`config.mk`:
```
export PLATFORM = sky130hd
export DESIGN_NAME = fix_field_parser
export DESIGN_NICKNAME = d
export VERILOG_FILES = /design/src/rtl/fix_pkg.sv /design/src/rtl/fix_dec_acc.sv /design/src/rtl/fix_field_parser.sv
export SDC_FILE = /design/constraint.sdc
export NUM_CORES = 1
export LEC_CHECK = 0
export ABC_CLOCK_PERIOD_IN_PS = 2700
export CORE_UTILIZATION = 50
export CTS_BUF_LIST = sky130_fd_sc_hd__clkbuf_16
export CTS_CLUSTER_SIZE = 14
export DETAILED_ROUTE_END_ITERATION = 6
export PLACE_DENSITY = 0.77
export SETUP_SLACK_MARGIN = 0.5
export SLEW_MARGIN = 30
export SYNTH_ARGS = -nofsm -noshare
export SYNTH_HDL_FRONTEND = slang
export SYNTH_SLANG_ARGS = --single-unit
```
`constraint.sdc`:
```
create_clock -name clk -period 2.7 [get_ports clk]
set_input_delay 0.54 -clock clk [delete_from_list [all_inputs] [get_ports clk]]
set_output_delay 0.54 -clock clk [all_outputs]
set_load 0.005 [all_outputs]
```
`src/rtl/fix_pkg.sv`:
```
// Shared types and byte constants for the FIX tag=value field parser.
package fix_pkg;

   typedef enum logic [1:0] {
      S_TAG,
      S_VALUE,
      S_ERR
   } state_e;

   localparam logic [7:0]  SOH          = 8'h01;
   localparam logic [7:0]  EQ           = 8'h3D;
   localparam logic [7:0]  ASCII_0      = 8'h30;
   localparam logic [7:0]  ASCII_9      = 8'h39;
   localparam int unsigned CKSUM_TAG    = 10;
   localparam int unsigned CKSUM_DIGITS = 3;
   localparam int unsigned CKSUM_W      = 10;

endpackage

```
`src/rtl/fix_dec_acc.sv`:
```
// Decimal digit accumulator: value = value*10 + digit, with a digit count that
// stops accepting once MAX_DIGITS have been taken. clr has priority over add.
module fix_dec_acc #(
   parameter int unsigned WIDTH      = 16,
   parameter int unsigned MAX_DIGITS = 5
) (
   input  logic             clk,
   input  logic             rst,
   input  logic             clr,
   input  logic             add,
   input  logic [3:0]       digit,
   output logic [WIDTH-1:0] value,
   output logic             empty,
   output logic             full
);

   localparam int unsigned CNT_W = $clog2(MAX_DIGITS + 1);

   logic [WIDTH-1:0] value_q, value_d;
   logic [CNT_W-1:0] cnt_q, cnt_d;

   assign full  = (cnt_q == CNT_W'(MAX_DIGITS));
   assign empty = (cnt_q == '0);
   assign value = value_q;

   always_comb begin
      value_d = value_q;
      cnt_d   = cnt_q;
      if (clr) begin
         value_d = '0;
         cnt_d   = '0;
      end else if (add && !full) begin
         // Product truncates to WIDTH, so arithmetic wraps modulo 2^WIDTH.
         value_d = value_q * WIDTH'(10) + WIDTH'(digit);
         cnt_d   = cnt_q + 1'b1;
      end
   end

   always_ff @(posedge clk or negedge rst) begin
      if (!rst) begin
         value_q <= '0;
         cnt_q   <= '0;
      end else begin
         value_q <= value_d;
         cnt_q   <= cnt_d;
      end
   end

endmodule

```
`src/rtl/fix_field_parser.sv`:
```
// Streaming FIX tag=value<SOH> field parser with registered delimiter markers.
// Define FIX_CHECKSUM_EN to add the tag-10 running-sum checksum check.
module fix_field_parser
   import fix_pkg::*;
#(
   parameter int unsigned TAG_W          = 16,
   parameter int unsigned MAX_TAG_DIGITS = 5,
   parameter int unsigned LEN_W          = 8
) (
   input  logic             clk,
   input  logic             rst,
   input  logic             ctrl,
   input  logic [7:0]       data_i,
   input  logic             valid_i,
   output logic             ready_o,
   output logic [7:0]       data_o,
   output logic             valid_o,
   output logic             tag_s_o,
   output logic             tag_e_o,
   output logic             value_s_o,
   output logic             value_e_o,
   output logic             field_o,
   output logic [TAG_W-1:0] tag_o,
   output logic [LEN_W-1:0] len_o,
   output logic             err_o,
   output logic             cksum_err_o
);

   state_e           state_q, state_d;
   logic [LEN_W-1:0] len_q, len_d;
   logic [7:0]       data_q, data_d;
   logic             valid_q, valid_d;
   logic             tag_s_q, tag_s_d, tag_e_q, tag_e_d;
   logic             value_s_q, value_s_d, value_e_q, value_e_d;
   logic             field_q, field_d, err_q, err_d;
   logic [TAG_W-1:0] tag_out_q, tag_out_d;
   logic [LEN_W-1:0] len_out_q, len_out_d;

   logic             acc_clr, tag_add, tag_empty, tag_full;
   logic [TAG_W-1:0] tag_val;
   logic             is_digit;

   assign ready_o   = ctrl & rst;
   assign is_digit  = (data_i >= ASCII_0) && (data_i <= ASCII_9);

   assign data_o    = data_q;
   assign valid_o   = valid_q;
   assign tag_s_o   = tag_s_q;
   assign tag_e_o   = tag_e_q;
   assign value_s_o = value_s_q;
   assign value_e_o = value_e_q;
   assign field_o   = field_q;
   assign err_o     = err_q;
   assign tag_o     = tag_out_q;
   assign len_o     = len_out_q;

   fix_dec_acc #(
      .WIDTH      (TAG_W),
      .MAX_DIGITS (MAX_TAG_DIGITS)
   ) u_tag_acc (
      .clk   (clk),
      .rst   (rst),
      .clr   (acc_clr),
      .add   (tag_add),
      .digit (data_i[3:0]),
      .value (tag_val),
      .empty (tag_empty),
      .full  (tag_full)
   );

`ifdef FIX_CHECKSUM_EN
   logic [7:0]         sum_q, sum_d, snap_q, snap_d;
   logic               bad_q, bad_d, cks_q, cks_d;
   logic               cks_add, cks_full, cks_empty;
   logic [CKSUM_W-1:0] cks_val;
   logic               is_cks_field;

   assign is_cks_field = (tag_val == TAG_W'(CKSUM_TAG));
   assign cksum_err_o  = cks_q;

   fix_dec_acc #(
      .WIDTH      (CKSUM_W),
      .MAX_DIGITS (CKSUM_DIGITS)
   ) u_cks_acc (
      .clk   (clk),
      .rst   (rst),
      .clr   (acc_clr),
      .add   (cks_add),
      .digit (data_i[3:0]),
      .value (cks_val),
      .empty (cks_empty),
      .full  (cks_full)
   );

   always_ff @(posedge clk or negedge rst) begin
      if (!rst) begin
         sum_q  <= '0;
         snap_q <= '0;
         bad_q  <= 1'b0;
         cks_q  <= 1'b0;
      end else begin
         sum_q  <= sum_d;
         snap_q <= snap_d;
         bad_q  <= bad_d;
         cks_q  <= cks_d;
      end
   end
`else
   assign cksum_err_o = 1'b0;
`endif

   always_comb begin
      state_d   = state_q;
      len_d     = len_q;
      data_d    = data_q;
      valid_d   = 1'b0;
      tag_s_d   = 1'b0;
      tag_e_d   = 1'b0;
      value_s_d = 1'b0;
      value_e_d = 1'b0;
      field_d   = 1'b0;
      err_d     = 1'b0;
      tag_out_d = tag_out_q;
      len_out_d = len_out_q;
      acc_clr   = 1'b0;
      tag_add   = 1'b0;
`ifdef FIX_CHECKSUM_EN
      sum_d   = sum_q;
      snap_d  = snap_q;
      bad_d   = bad_q;
      cks_d   = 1'b0;
      cks_add = 1'b0;
`endif
      if (!ctrl) begin
         // Disabled parser: drop whatever field was in flight.
         state_d = S_TAG;
         len_d   = '0;
         acc_clr = 1'b1;
`ifdef FIX_CHECKSUM_EN
         sum_d = '0;
`endif
      end else if (valid_i) begin
         valid_d = 1'b1;
         data_d  = data_i;
`ifdef FIX_CHECKSUM_EN
         sum_d = sum_q + data_i;
`endif
         unique case (state_q)
            S_TAG: begin
               if (is_digit && !tag_full) begin
                  tag_add = 1'b1;
                  if (tag_empty) begin
                     tag_s_d = 1'b1;
`ifdef FIX_CHECKSUM_EN
                     snap_d = sum_q;
`endif
                  end
               end else if (data_i == EQ && !tag_empty) begin
                  tag_e_d = 1'b1;
                  state_d = S_VALUE;
               end else begin
                  err_d   = 1'b1;
                  state_d = S_ERR;
                  acc_clr = 1'b1;
               end
            end
            S_VALUE: begin
               if (data_i == SOH) begin
                  acc_clr = 1'b1;
                  len_d   = '0;
                  if (len_q == '0) begin
                     err_d   = 1'b1;
                     state_d = S_ERR;
                  end else begin
                     value_e_d = 1'b1;
                     field_d   = 1'b1;
                     tag_out_d = tag_val;
                     len_out_d = len_q;
                     state_d   = S_TAG;
`ifdef FIX_CHECKSUM_EN
                     if (is_cks_field) begin
                        cks_d = bad_q || cks_empty || (cks_val != {2'b00, snap_q});
                        sum_d = '0;
                     end
`endif
                  end
               end else begin
                  if (len_q != '1) len_d = len_q + 1'b1;
                  if (len_q == '0) value_s_d = 1'b1;
`ifdef FIX_CHECKSUM_EN
                  if (is_cks_field) begin
                     if (is_digit && !cks_full) cks_add = 1'b1;
                     else                       bad_d   = 1'b1;
                  end
`endif
               end
            end
            S_ERR: begin
               if (data_i == SOH) state_d = S_TAG;
            end
            default: state_d = S_TAG;
         endcase
      end
`ifdef FIX_CHECKSUM_EN
      if (acc_clr) bad_d = 1'b0;
`endif
   end

   always_ff @(posedge clk or negedge rst) begin
      if (!rst) begin
         state_q   <= S_TAG;
         len_q     <= '0;
         data_q    <= '0;
         valid_q   <= 1'b0;
         tag_s_q   <= 1'b0;
         tag_e_q   <= 1'b0;
         value_s_q <= 1'b0;
         value_e_q <= 1'b0;
         field_q   <= 1'b0;
         err_q     <= 1'b0;
         tag_out_q <= '0;
         len_out_q <= '0;
      end else begin
         state_q   <= state_d;
         len_q     <= len_d;
         data_q    <= data_d;
         valid_q   <= valid_d;
         tag_s_q   <= tag_s_d;
         tag_e_q   <= tag_e_d;
         value_s_q <= value_s_d;
         value_e_q <= value_e_d;
         field_q   <= field_d;
         err_q     <= err_d;
         tag_out_q <= tag_out_d;
         len_out_q <= len_out_d;
      end
   end

endmodule

```
==> results <==
[cell usage after synthesis, types with 2 or more instances]
cell / count / area [sq um]
and2_1: 2 / 12.5
buf_4: 2 / 15.0
mux2_2: 24 / 270
a211o_1: 2 / 17.5
a21oi_1: 12 / 60.1
xor2_1: 8 / 70.1
o21ai_1: 5 / 25.0
a31o_2: 3 / 26.3
or2_2: 2 / 12.5
and3_1: 7 / 43.8
dfrtp_1: 67 / 1680
a21o_1: 4 / 30.0
nand2_1: 46 / 173
nand3_1: 9 / 45.0
nor4_1: 3 / 18.8
nor2b_1: 6 / 37.5
buf_2: 5 / 25.0
o31ai_1: 4 / 30.0
o21ai_0: 21 / 105
nand4_1: 2 / 12.5
a22o_1: 8 / 70.1
xnor2_1: 14 / 123
nand2b_1: 11 / 68.8
o22ai_1: 4 / 25.0
nor3_1: 2 / 10.0
nor2_1: 19 / 71.3
o2bb2ai_1: 2 / 17.5
fa_1: 2 / 40.0
inv_1: 13 / 48.8
ha_1: 31 / 388
clkbuf_1: 4 / 15.0
[worst max-delay path, cell delays in order, from the launching register on]
cell and delay [ns]:
dfrtp_1 0.42, ha_4 0.26, ha_4 0.16, fa_2 0.57, nand2_1 0.06, nor2_1 0.30, nand3_1 0.23, or4_4 0.56
xor2_1 0.16, a22o_1 0.17
[cell families (layout without fill, tap and decap cells)]
group / after synthesis / after routing / synth area share
muxes: 25 / 25 / 0.0746
adders and majority gates: 33 / 33 / 0.114
xor gates and xnor gates: 23 / 23 / 0.0556
and+or+nand+nor: 113 / 113 / 0.143
buffers and inverters: 24 / 137 / 0.0276
DFF: 67 / 67 / 0.446
other: 1 / 1 / 0.000998
AOI/OAI and AO/OA: 77 / 77 / 0.138
[sequential cells by signal, indices dropped and copies added (netlist names)]
name and flops:
valid_o 1, tag_s_o 1, tag_e_o 1, len_o 8, tag_o 16, state_q 2, data_o 8, value_s_o 1
err_o 1, u_tag_acc.cnt_q 3, len_q 8, u_tag_acc.value 16, field_o 1
[where the power goes]
group	switching [W]	leakage [nW]	total, W	internal (W)
Combinational	0.000102	1.54	0.000191	0.0000891
Sequential	0.0000201	0.913	0.00105	0.00103
Clock	0.000449	0.141	0.00116	0.000710
[routing by layer]
| metal | vias up | share of wire | routed length, microns |
|---|---|---|---|
| met4 | 0 | 0.020 | 200 |
| met2 | 77 | 0.52 | 5160 |
| li1 | 1492 | - | - |
| met1 | 1637 | 0.43 | 4260 |
| met5 | - | 0 | 0 |
| met3 | 18 | 0.034 | 334 |
[what timing repair did]
action,4_1_cts,5_1_grt
buffers inserted,4,3
cloned,2,0
gates resized for setup,29,23
setup endpoints to repair,44,20
pin swaps,8,10
[area by class of cell]
| type | instances | area, sq um |
|---|---|---|
| timing repair buffer | 108 | 1010 |
| tap | 99 | 124 |
| inverter | 13 | 48.8 |
| fill | 495 | 1940 |
| clock buffer | 9 | 225 |
| clock inverter | 7 | 68.8 |
| multi-input combinational | 272 | 2160 |
| sequential | 67 | 1680 |
[through the flow]
stage | instances | setup WS, ns | utilization | area (sq um) | setup TNS, ns
2_1_floorplan | 363 | -0.214 | - | 3760 | -0.314
3_3_place_gp | 550 | -0.172 | 0.651 | 4720 | -0.682
3_5_place_dp | 550 | -0.319 | 0.651 | 4720 | -1.44
4_1_cts | 572 | -0.179 | 0.715 | 5190 | -0.660
5_1_grt | 575 | -0.327 | 0.732 | 5310 | -1.44
6_report | 575 | -0.303 | 0.732 | 5310 | -0.964
[worst max-delay path by stage]
stage	start	to	slack (ns)	cells after the start
floorplan	u_tag_acc.value[1]$_DFFE_PN0P_	u_tag_acc.value[12]$_DFFE_PN0P_	-0.21	11
global placement	u_tag_acc.value[3]$_DFFE_PN0P_	u_tag_acc.value[14]$_DFFE_PN0P_	-0.17	12
detailed placement	u_tag_acc.value[3]$_DFFE_PN0P_	u_tag_acc.value[14]$_DFFE_PN0P_	-0.32	12
CTS	u_tag_acc.value[3]$_DFFE_PN0P_	u_tag_acc.value[12]$_DFFE_PN0P_	-0.18	11
global route	u_tag_acc.value[1]$_DFFE_PN0P_	u_tag_acc.value[12]$_DFFE_PN0P_	-0.33	9
finish	u_tag_acc.value[1]$_DFFE_PN0P_	u_tag_acc.value[12]$_DFFE_PN0P_	-0.30	9
[cell usage in the layout, fill, tap and decap left out, types with 3 or more instances in the layout]
| master | synthesis | final |
|---|---|---|
| dlygate4sd2_1 | 0 | 5 |
| nor2b_1 | 6 | 4 |
| dfrtp_1 | 67 | 67 |
| a22o_1 | 8 | 8 |
| o22ai_1 | 4 | 3 |
| xor2_1 | 8 | 6 |
| inv_1 | 13 | 12 |
| xnor2_1 | 14 | 12 |
| buf_4 | 2 | 49 |
| clkdlybuf4s50_1 | 0 | 43 |
| xnor2_2 | 1 | 3 |
| and3_1 | 7 | 4 |
| buf_6 | 0 | 3 |
| ha_4 | 0 | 3 |
| ha_1 | 31 | 27 |
| buf_12 | 0 | 3 |
| clkbuf_16 | 0 | 9 |
| a21o_1 | 4 | 4 |
| and3_4 | 0 | 3 |
| mux2_2 | 24 | 23 |
| clkinv_2 | 0 | 3 |
| nand2b_1 | 11 | 10 |
| a31o_2 | 3 | 3 |
| nand3_1 | 9 | 8 |
| o21ai_0 | 21 | 17 |
| nor2_1 | 19 | 18 |
| o31ai_1 | 4 | 3 |
| a21oi_1 | 12 | 11 |
| nand2_1 | 46 | 46 |
| o21ai_1 | 5 | 9 |
==> results.ini <==
[logic_synthesis]
synthFlopType=dfrtp_1
yosysWarnings=0
synth_edf_count=0
synthArstFlopShare=1.00
syn_avg_cell_area_sq_um=10.4
synth_cell_type_count=50
postSynthCellCount=363
ys_seq_area_frac=0.446
syn-cell-area_sq_um=3760
synth-seq-cells=67
syn_nets=408

[placement]
finalWeightedCongestion=0.832
io_buffers=51
place_hpwl_mm=6.33

[clock_network]
clk_pin_slew_ns=0.06
insertion_delay_ns=0.34
root_buffer=clkbuf_16
cts_hold_buf=0
clockBufferDepth=2
h-tree-depth=3
clock-sinks=67
numCtsBuffers=9
cts_tree=done

[cells_and_area]
nets=516
syn_to_final_growth_pct=41.3
drive_above_1_share=0.286
antenna_cells=0

[global_route]
grt_overflow=0
met3_usage=0.0522
antenna_found_initial=0
track_usage=0.260
use_met1=0.321
first_global_vias=3205
use_met2=0.440
top_usage_layer=met2
grt_pass1_wl_mm=15.2
grt_max_degree=68

[route]
drt_iter0_drc=144
wire_per_inst_microns=17.3
dr.pass1.iters=4
via_per_inst=5.61
totalWireLength_mm=9.95
vias=3224
post-route-drc-count=0
antenna_left=0

[pwr]
p_per_area_nw_per_um2=452
leakage_nw=2.60
ir_drop_mv=0.285
total_power_w=0.00240

[timing]
grt_setup_unrepaired=true
hold_viol=0
skew_ns=0.00993
maxSlewViolCount=0
finalSetupViolCount=6
fmax_mhz=333
whs_ns=0.406
max_slew_margin=0.448
fin_ws_ns=-0.303
fin_crit_ns=3.00
tightestPinTransition_ns=0.829
post-route-period-util=1.11

[outcome]
violations=negative setup slack
run_status=complete, but fails checks

[min_path]
worstHoldPathType=in -> async

[critical_path]
end_kind=flip-flop
crit_fanout=3
cp-start-kind=flip-flop
r2r.worst_path.cells=9
cp_data_required_time_ns=2.92
reg2reg_from=u_tag_acc.value[1]$_DFFE_PN0P_
cp.arrival_ns=3.23
r2r_slack_ns=-0.30
crit_type=reg -> reg
r2r_end=u_tag_acc.value[12]$_DFFE_PN0P_

[die]
start_util=0.518
row_count=31
die_w_microns=88.7
io_pins=53
core_area_sq_um=7250
dieHeight_microns=88.7
dieArea_sq_um=7870

[flow_run]
drv_cap=0

No activity file was read; power rests on OpenSTA's default activity.
